==> config.mk <==
export PLATFORM = sky130hd
export DESIGN_NAME = bsg_chip_noc_mc_credit_limiter
export DESIGN_NICKNAME = d
export VERILOG_FILES = /design/src/rtl/bsg_chip_pkg.sv /design/src/rtl/bsg_mc_credit_counter.sv /design/src/rtl/bsg_two_fifo.sv /design/src/rtl/bsg_chip_noc_mc_credit_limiter.sv
export SDC_FILE = /design/constraint.sdc
export NUM_CORES = 1
export LEC_CHECK = 0
export CAP_MARGIN = 5
export CORE_AREA = 2 2 155 157
export DETAILED_ROUTE_END_ITERATION = 7
export DIE_AREA = 0 0 157 159
export GPL_TIMING_DRIVEN = 0
export PLACE_DENSITY = 0.8
export SYNTH_ARGS = -nofsm -noshare
export SYNTH_HDL_FRONTEND = slang
export SYNTH_HIERARCHICAL = 1
export SYNTH_SLANG_ARGS = --single-unit
==> constraint.sdc <==
create_clock -name clk_i -period 15 [get_ports clk_i]
set_input_delay 1.5 -clock clk_i [delete_from_list [all_inputs] [get_ports clk_i]]
set_output_delay 1.5 -clock clk_i [all_outputs]
set_load 0.05 [all_outputs]
==> src/rtl/bsg_chip_pkg.sv <==
// Shared manycore chip definitions: credit ceiling and the credit limiter's
// quiesce state encoding.
package bsg_chip_pkg;

  localparam int mc_credit_max_gp = 32;

  typedef enum logic [1:0] {
    eRun   = 2'd0,
    eDrain = 2'd1,
    eIdle  = 2'd2
  } bsg_mc_credit_state_e;

endpackage

==> src/rtl/bsg_mc_credit_counter.sv <==
// Outstanding-credit counter: +1 per send, -1 per return, saturating at both
// ends, with a sticky flag for a return that arrives with nothing outstanding.
module bsg_mc_credit_counter
  import bsg_chip_pkg::*;
#(
  parameter  int max_p = mc_credit_max_gp,
  localparam int cw_lp = $clog2(max_p + 1)
) (
  input  logic             clk_i,
  input  logic             reset_n_i,
  input  logic             up_i,
  input  logic             down_i,
  output logic [cw_lp-1:0] count_o,
  output logic             underflow_o
);

  logic [cw_lp-1:0] r_count;
  logic             r_underflow;

  assign count_o     = r_count;
  assign underflow_o = r_underflow;

  // NOTE: sequential state uses <= so every register samples pre-edge values.
  always_ff @(posedge clk_i) begin
    if (!reset_n_i) begin
      r_count     <= '0;
      r_underflow <= 1'b0;
    end else if (up_i && !down_i) begin
      if (r_count != cw_lp'(max_p)) r_count <= r_count + cw_lp'(1);
    end else if (down_i && !up_i) begin
      if (r_count == '0) r_underflow <= 1'b1;
      else               r_count     <= r_count - cw_lp'(1);
    end
  end

endmodule

==> src/rtl/bsg_two_fifo.sv <==
// Two-entry ready/valid FIFO; full throughput with one cycle of latency.
module bsg_two_fifo #(
  parameter int width_p = 8
) (
  input  logic               clk_i,
  input  logic               reset_n_i,
  input  logic               v_i,
  input  logic [width_p-1:0] data_i,
  output logic               ready_and_o,
  output logic               v_o,
  output logic [width_p-1:0] data_o,
  input  logic               yumi_i
);

  logic [width_p-1:0] r_mem [2];
  logic               r_wptr;
  logic               r_rptr;
  logic [1:0]         r_cnt;
  logic               w_enq;
  logic               w_deq;

  assign ready_and_o = (r_cnt != 2'd2);
  assign v_o         = (r_cnt != 2'd0);
  assign data_o      = r_mem[r_rptr];
  assign w_enq       = v_i & ready_and_o;
  assign w_deq       = yumi_i & v_o;

  always_ff @(posedge clk_i) begin
    if (!reset_n_i) begin
      r_wptr <= 1'b0;
      r_rptr <= 1'b0;
      r_cnt  <= 2'd0;
    end else begin
      if (w_enq) r_wptr <= ~r_wptr;
      if (w_deq) r_rptr <= ~r_rptr;
      r_cnt <= r_cnt + 2'(w_enq) - 2'(w_deq);
    end
  end

  // NOTE: storage is left unreset; occupancy alone decides whether a slot is meaningful.
  always_ff @(posedge clk_i) begin
    if (w_enq) r_mem[r_wptr] <= data_i;
  end

endmodule

==> src/rtl/bsg_chip_noc_mc_credit_limiter.sv <==
// Caps outstanding manycore fwd packets with a credit counter refunded by rev
// packets, and offers a drain/idle handshake so the SDR link can be quiesced.
module bsg_chip_noc_mc_credit_limiter
  import bsg_chip_pkg::*;
#(
  parameter  int fwd_width_p   = 118,
  parameter  int rev_width_p   = 71,
  parameter  int max_credits_p = mc_credit_max_gp,
  localparam int cw_lp         = $clog2(max_credits_p + 1)
) (
  input  logic                   clk_i,
  input  logic                   reset_n_i,
  input  logic                   fwd_v_i,
  input  logic [fwd_width_p-1:0] fwd_data_i,
  output logic                   fwd_ready_and_o,
  output logic                   fwd_v_o,
  output logic [fwd_width_p-1:0] fwd_data_o,
  input  logic                   fwd_ready_and_i,
  input  logic                   rev_v_i,
  input  logic [rev_width_p-1:0] rev_data_i,
  output logic                   rev_ready_and_o,
  output logic                   rev_v_o,
  output logic [rev_width_p-1:0] rev_data_o,
  input  logic                   rev_ready_and_i,
  input  logic [cw_lp-1:0]       credit_limit_i,
  input  logic                   drain_i,
  output logic [cw_lp-1:0]       credits_used_o,
  output logic                   idle_o,
  output logic                   underflow_o
);

  bsg_mc_credit_state_e   r_state;
  logic                   r_idle;
  logic                   w_run;
  logic                   w_fifo_v;
  logic                   w_fifo_ready;
  logic [fwd_width_p-1:0] w_fifo_data;
  logic                   w_fwd_v;
  logic                   w_send;
  logic                   w_ret;
  logic [cw_lp-1:0]       w_used;
  logic [cw_lp-1:0]       w_eff_limit;

  assign w_run       = (r_state == eRun);
  assign w_eff_limit = (credit_limit_i > cw_lp'(max_credits_p)) ? cw_lp'(max_credits_p)
                                                                 : credit_limit_i;

  // Issue is gated by state and credit only, so fwd_v_o never waits on the endpoint's ready.
  assign w_fwd_v = w_fifo_v & w_run & (w_used < w_eff_limit);
  assign w_send  = w_fwd_v & fwd_ready_and_i;
  assign w_ret   = rev_v_i & rev_ready_and_i;

  assign fwd_v_o         = w_fwd_v;
  assign fwd_data_o      = w_fifo_data;
  assign fwd_ready_and_o = w_fifo_ready & w_run;

  assign rev_v_o         = rev_v_i;
  assign rev_data_o      = rev_data_i;
  assign rev_ready_and_o = rev_ready_and_i;

  assign credits_used_o = w_used;
  assign idle_o         = r_idle;

  bsg_two_fifo #(
    .width_p (fwd_width_p)
  ) u_fwd_fifo (
    .clk_i       (clk_i),
    .reset_n_i   (reset_n_i),
    .v_i         (fwd_v_i & w_run),
    .data_i      (fwd_data_i),
    .ready_and_o (w_fifo_ready),
    .v_o         (w_fifo_v),
    .data_o      (w_fifo_data),
    .yumi_i      (w_send)
  );

  bsg_mc_credit_counter #(
    .max_p (max_credits_p)
  ) u_credit_counter (
    .clk_i       (clk_i),
    .reset_n_i   (reset_n_i),
    .up_i        (w_send),
    .down_i      (w_ret),
    .count_o     (w_used),
    .underflow_o (underflow_o)
  );

  // Buffered fwd packets stay parked while draining, so idle needs an empty FIFO too.
  always_ff @(posedge clk_i) begin
    if (!reset_n_i) begin
      r_state <= eRun;
      r_idle  <= 1'b0;
    end else begin
      unique case (r_state)
        eRun: begin
          if (drain_i) r_state <= eDrain;
        end
        eDrain: begin
          if (!drain_i) begin
            r_state <= eRun;
          end else if (w_used == '0 && !w_fifo_v) begin
            r_state <= eIdle;
            r_idle  <= 1'b1;
          end
        end
        eIdle: begin
          if (!drain_i) begin
            r_state <= eRun;
            r_idle  <= 1'b0;
          end
        end
        default: begin
          r_state <= eRun;
          r_idle  <= 1'b0;
        end
      endcase
    end
  end

endmodule
Word level (Yosys, flattened, before mapping)
Memory sizes are Yosys's and may differ from the RTL's. A register that Yosys moved wholly into a read port is not among the register bits.
Index checks and enable logic that the tools add are counted.
{"block": "word_totals", "reg_bits": 14, "latchBits": 0, "ramBits": 236, "mem_bits_ro": 0, "in_bits": 202, "output_inout_bits": 201, "elab_cells": 69, "n_memories": 1}
{"name": "u_fwd_fifo.r_mem", "words": 2, "width": 118, "read_ports": 1, "rd_clocked_by_memory_dff": 1, "wr": 1, "line_no": "bsg_two_fifo.sv:15", "rtl": "logic [width_p-1:0] r_mem [2];"}
{"block": "classes", "add_sub_neg": 4, "mul": 0, "div_mod_pow": 0, "order_cmp": 2, "eq_ne": 11, "shifts": 0, "muxes": 18, "n_bitwise": 12, "reduce_logical": 14}
{"cell": "2-to-1 mux 6 bit", "count": 5}
{"cell": "!= test 2 bit (second input constant)", "count": 6}
{"cell": "AND reduction 3 bit", "count": 3}
{"cell": "AND 1 bit", "count": 8}
{"cell": "2-to-1 mux 2 bit", "count": 4}
{"cell": "2-to-1 mux 1 bit", "count": 7}
{"cell": "adder 6 x 1 -> 6 bit (second input constant)", "count": 1}
{"cell": "> comparator 6 bit (second input constant)", "count": 1}
{"cell": "logical NOT 6 bit", "count": 1}
{"cell": "less-than comparator 6 bit", "count": 1}
{"cell": "!= test 6 bit (second input constant)", "count": 1}
{"cell": "case mux 2 bit (3 select lines)", "count": 1}
{"cell": "subtractor 6 x 1 -> 6 bit (second input constant)", "count": 1}
{"cell": "NOT 1 bit", "count": 4}
{"cell": "AND reduction 4 bit", "count": 1}
{"cell": "nonzero test 2 bit", "count": 2}
{"cell": "logical AND 1 bit", "count": 3}
{"cell": "logical NOT 1 bit", "count": 3}
{"cell": "!= test 3 bit (second input constant)", "count": 1}
{"cell": "case mux 1 bit (3 select lines)", "count": 1}
{"cell": "adder 2 x 1 -> 2 bit", "count": 1}
{"cell": "equality test 2 x 1 -> 1 bit (second input constant)", "count": 1}
{"cell": "equality test 2 bit (second input constant)", "count": 1}
{"cell": "logical NOT 2 bit", "count": 1}
{"cell": "other kinds (2)", "count": 2}

Longest topological paths before layout
{"block": "logic_depth", "depth_word": 9, "mapped_depth": 15, "mapped_depth_nobuf": 15}

Cells and area by module
Netlist, hierarchy kept.
{"mod": "bsg_two_fifo", "n_inst": 1, "cells_each": 391, "area_each_um2": 8814.7, "seq_area_each_um2": 7186.9}
{"mod": "bsg_chip_noc_mc_credit_limiter", "n_inst": 1, "cells_each": 114, "area_each_um2": 864.6, "seq_area_each_um2": 60.1}
{"mod": "bsg_mc_credit_counter", "n_inst": 1, "cells_each": 56, "area_each_um2": 480.5, "seq_area_each_um2": 140.1}

Least setup slack after synthesis
Ideal clock, no wire load.
{"block": "synth_path", "path_type": "input to register", "startpoint": "input fwd_v_i", "endpoint": "memory u_fwd_fifo/r_mem[0][0] in the netlist's numbering (enable)", "setup_time_ns": 0.596, "t_arrival_ns": 6.622, "required_ns": 14.404, "path_slack_ns": 7.781, "stages": 3, "path_buffers": 0, "cell_sequence": "and2_1 nand2_1 nor2_1"}
{"block": "synth_via", "elab_chain_cells": 4}
{"element": "from (decl)", "line_no": "bsg_chip_noc_mc_credit_limiter.sv:13", "rtl": "input logic fwd_v_i,"}
{"element": "AND 1 bit", "line_no": "bsg_chip_noc_mc_credit_limiter.sv:69", "rtl": ".v_i (fwd_v_i & w_run),"}
{"element": "AND 1 bit", "line_no": "bsg_two_fifo.sv:25", "rtl": "assign w_enq = v_i & ready_and_o;"}
{"element": "2-to-1 mux 1 bit", "line_no": "bsg_two_fifo.sv:42", "rtl": "if (w_enq) r_mem[r_wptr] <= data_i;"}
{"element": "2-to-1 mux 1 bit (implied by the code)", "line_no": "bsg_two_fifo.sv:42"}
{"element": "to (decl)", "line_no": "bsg_two_fifo.sv:15"}
Every way passes these cells.

Worst setup path after layout
{"block": "layout_path", "startpoint": "input credit_limit_i[5]", "endpoint": "output fwd_v_o"}
{"block": "layout_via", "elab_chain_cells": 4}
{"element": "from (decl)", "line_no": "bsg_chip_noc_mc_credit_limiter.sv:25", "rtl": "input logic [cw_lp-1:0] credit_limit_i,"}
{"element": "> comparator 6 bit", "line_no": "bsg_chip_noc_mc_credit_limiter.sv:45", "rtl": "assign w_eff_limit = (credit_limit_i > cw_lp'(max_credits_p)) ? cw_lp'(max_credits_p)"}
{"element": "2-to-1 mux 6 bit (*)", "line_no": "bsg_chip_noc_mc_credit_limiter.sv:45"}
{"element": "less-than comparator 6 bit (*)", "line_no": "bsg_chip_noc_mc_credit_limiter.sv:49", "rtl": "assign w_fwd_v = w_fifo_v & w_run & (w_used < w_eff_limit);"}
{"element": "AND 1 bit (*)", "line_no": "bsg_chip_noc_mc_credit_limiter.sv:49"}
{"element": "to (decl)", "line_no": "bsg_chip_noc_mc_credit_limiter.sv:16", "rtl": "output logic fwd_v_o,"}
Mark *: on every way between the ends. The rest lies on a longest branch, timed or not.

==> flow_summary.rst <==
.. list-table::
   :header-rows: 1

   * - Metric
     - Value
   * - Standard cell with the maximum stage delay on the critical path
     - sky130_fd_sc_hd__clkdlybuf4s50_1
   * - Mean instance size in the synthesized netlist
     - about 18 um2
   * - Max-slew violation total from the final report
     - 0
   * - Hold-fix buffers, CTS
     - 0
   * - Final min period
     - approximately 5.4 ns
   * - Area of the core
     - around 23000 um2
   * - Ys flop type
     - sky130_fd_sc_hd__edfxtp_1
   * - Maximum fanout count along the critical path
     - 5
   * - Routed wire length per instance
     - 18.8 um
   * - YS warnings
     - 6
   * - Worst Clk Skew
     - about 0.0087 ns
   * - Cell with the most instances after synthesis
     - sky130_fd_sc_hd__edfxtp_1
   * - Required time at the worst-slack endpoint
     - about 14 ns
   * - Slew of the pin with the lowest slew margin
     - 0.832 ns
   * - Cell count after placement
     - between 1000 and 1500
   * - Clock root buffer master
     - sky130_fd_sc_hd__clkbuf_16
   * - Grt ovf
     - 0
   * - Depth of the CTS H-tree
     - 1
   * - Total number of vias
     - 6036
   * - Number of antenna violations at the first check in global routing
     - 0
   * - Most area-consuming cells after synthesis
     - sky130_fd_sc_hd__edfxtp_1 (70%), sky130_fd_sc_hd__mux2_2 (11%), sky130_fd_sc_hd__buf_4 (5.4%)
   * - Fraction of final layout cells with drive strength greater than 1
     - 0.267
   * - Synth Net Count
     - slightly below 800
   * - Post-route DRC violation count
     - 0
   * - Maximum clock rate
     - around 190 MHz
   * - Largest net degree at the start of global routing
     - between 60 and 70
   * - Layout Utilization
     - 0.641
   * - Cells after synthesis
     - 561
   * - Fin crit share
     - 0.357
   * - Area of the die
     - ~25000 um2
   * - Weighted congestion at the end of routability-driven global placement
     - between 0.8 and 0.9
   * - Data arrival time at the worst-slack endpoint
     - approximately 3.9 ns
   * - Number of buffers on the longest clock path
     - 3
   * - Initial DRT Pass Iterations
     - 6
   * - NumNets Final
     - between 1000 and 1500
   * - Cell area after synthesis
     - slightly above 10000 um2
   * - CP Launch Type
     - primary input
   * - Clock transition at path regs
     - ~0.05 ns
   * - Total of buffers placed on input and output ports
     - about 330
   * - Remaining antenna violation count
     - 0
   * - Nature of the critical path endpoint
     - output pin
   * - Count of endpoints failing hold in the final timing report
     - 0
   * - Capture endpoint of the worst hold path
     - u_credit_counter/underflow_o$_SDFFE_PN0P_
   * - Total routing usage reported by global routing
     - 0.181
   * - Diodes inserted
     - 0
   * - Cell type with the largest total area after synthesis
     - sky130_fd_sc_hd__edfxtp_1
   * - Number of placement rows
     - between 50 and 60
   * - Area added between synthesis and finish
     - 46.3%
   * - Number of CTS-inserted buffers
     - 28
   * - P_leak
     - around 0.0053 uW
   * - Total negative slack
     - 0 ns
   * - Via-to-Cell Ratio
     - between 4 and 5
   * - Final-layout fill cell count
     - 1644
   * - TritonCTS clock tree
     - yes
   * - Relative slew slack
     - 0.445
   * - Class of the worst hold path
     - reg2reg
   * - Source-to-sink clock delay at the later pin of the worst-skew pair
     - between 0.5 and 0.6 ns
   * - Synth cell types
     - 42
   * - Result of the run
     - finished, final reports clean
   * - Starting density of the core
     - 0.438
   * - Clock sink count
     - 251
   * - Overall die height
     - roughly 160 um
   * - Ordered list of cells on the worst path
     - clkdlybuf4s50_1, inv_1, nand2_1, ha_1, a21oi_1, nor2_1, a2111oi_2, clkdlybuf4s50_1
   * - Largest vdd supply drop
     - approximately 0.14 mV
   * - Most used standard cells in the synthesized netlist
     - sky130_fd_sc_hd__edfxtp_1 (236), sky130_fd_sc_hd__mux2_2 (98), sky130_fd_sc_hd__buf_4 (73)
   * - Cell count of the worst hold path
     - 2
   * - Critical Path Most Common Cell
     - sky130_fd_sc_hd__clkdlybuf4s50_1
   * - Final instance area
     - 14900 um2
   * - Placed Area
     - about 14000 um2
   * - Unrepaired setup endpoints after global routing
     - false
   * - FF-to-FF path depth
     - 13
   * - Register bit count reported by yosys
     - roughly 250
   * - DRC marker count from the first detailed-route iteration
     - about 340
   * - Setup fix buffers added after clock tree synthesis
     - 0
   * - I/O pin total
     - approximately 400
   * - Finish-stage setup viols
     - 0
   * - Number of max-cap violations
     - 0
   * - Wire length of the first global-routing pass
     - around 35 mm
   * - Chip width
     - roughly 160 um
   * - Post-synth ARST share
     - 0
   * - Overall routed net length
     - 23.8 mm
   * - Share of the yosys chip area belonging to registers
     - 0.727
   * - Number of global-route vias before repair
     - approximately 6300
   * - Crit Path Class
     - in2out
   * - Number of enable flip-flop cells after synthesis
     - roughly 240
   * - R2R Path End
     - u_credit_counter/count_o[5]$_SDFFE_PN0P_
   * - Ratio of total power to cell area
     - 170 nW/um2
   * - Register-to-Register Setup Slack
     - around 11 ns
   * - Post-detail-place hpwl
     - around 17 mm
   * - Post-Layout Cell Count
     - between 1000 and 1500
   * - Launch instance of the worst register-to-register path
     - u_credit_counter/count_o[1]$_SDFFE_PN0P_
   * - Min-delay src
     - u_credit_counter/underflow_o$_SDFFE_PN0P_
   * - Cells resized by post-CTS repair
     - 0
   * - Share of the synthesized area in the top cell type
     - 0.698
   * - Largest stage delay on the critical path
     - between 0.8 and 0.9 ns
[state kept, by name, indices dropped and copies added (netlist names), named ones only]
name and flops:
u_fwd_fifo/r_mem 236, u_credit_counter/count_o 6, r_state 2, u_fwd_fifo/r_cnt 2, idle_o 1, u_credit_counter/underflow_o 1
u_fwd_fifo/r_rptr 1, u_fwd_fifo/r_wptr 1
[worst max path at each step]
stage                                                     endpoint  cells past startpoint  slack (ns)         startpoint
after floorplan                   u_fwd_fifo/r_mem[0][0]$_DFFE_PP_                      3        7.78            fwd_v_i
after global placement           u_fwd_fifo/r_mem[0][29]$_DFFE_PP_                      4        4.43            fwd_v_i
after detailed placement  u_credit_counter/count_o[5]$_SDFFE_PN0P_                     16        9.46  credit_limit_i[5]
after CTS                                                  fwd_v_o                      8        9.64  credit_limit_i[5]
after global routing                                       fwd_v_o                      8        9.50  credit_limit_i[5]
final                                                      fwd_v_o                      8        9.64  credit_limit_i[5]
[through the flow]
stage	total power (uW)	hold WS, ns	setup slack (ns)
global route	2620	0.521	9.50
finish	2530	0.471	9.64
global placement	1900	0.465	4.43
detailed placement	1900	0.465	9.46
floorplan	1590	0.455	7.78
CTS	2550	0.475	9.64
[kinds of logic (layout without fill, tap and decap cells)]
group	after synthesis	count (layout)	synth area share
xor gates and xnor gates	5	5	0.00431
muxes	122	122	0.142
buffers and inverters	92	479	0.0650
adders and majority gates	12	12	0.0155
and+or+nand+nor	56	56	0.0291
DFF	251	251	0.727
AOI/OAI and AO/OA	23	23	0.0169
[routing by layer]
| layer | up-vias | share of wire | GRT usage |
|---|---|---|---|
| met2 | 284 | 0.50 | 0.309 |
| met5 | - | 0 | 0 |
| met4 | 0 | 0.028 | 0.0546 |
| met1 | 2904 | 0.37 | 0.207 |
| met3 | 53 | 0.11 | 0.0743 |
| li1 | 2795 | - | - |
[final cells by class]
class                           count  area, um2  area share
Buffer                             86        638      0.0429
Clock buffer                       37        756      0.0508
Clock inverter                     14        115     0.00774
Inverter                            6       22.5     0.00152
Multi-Input combinational cell    218       2120       0.143
Sequential cell                   251       7390       0.497
Tap cell                          319        399      0.0269
Timing Repair Buffer              336       3420       0.230
[where the power goes]
| group | leakage, uW | switching, uW | total (uW) | internal [uW] |
|---|---|---|---|---|
| sequential | 0.00231 | 43.5 | 938 | 895 |
| combinational | 0.00258 | 585 | 943 | 359 |
| clock | 0.000426 | 258 | 644 | 386 |
[critical path, delay by kind of cell]
family	cells	cell delay, ns
AO/OA/AOI/OAI	2	0.46
adder cells (fa/ha/maj)	1	0.29
buffers and inverters	3	1.45
AND/OR/NAND/NOR	2	0.14
[placed cells by master (no fill, tap or decap), drive strengths merged, types with 2 or more instances in the layout]
| cell | n |
|---|---|
| a211oi | 4 |
| a21o | 2 |
| a21oi | 5 |
| and2 | 5 |
| buf | 91 |
| bufinv | 2 |
| clkbuf | 37 |
| clkdlybuf4s50 | 331 |
| clkinv | 11 |
| dfxtp | 15 |
| edfxtp | 236 |
| ha | 11 |
| inv | 7 |
| mux2 | 118 |
| mux2i | 4 |
| nand2 | 13 |
| nand2b | 4 |
| nor2 | 17 |
| nor2b | 2 |
| nor3 | 3 |
| nor4 | 3 |
| o21ai | 2 |
| o22ai | 2 |
| or2 | 2 |
| xnor2 | 5 |
Power figures use the tool's default switching activity.
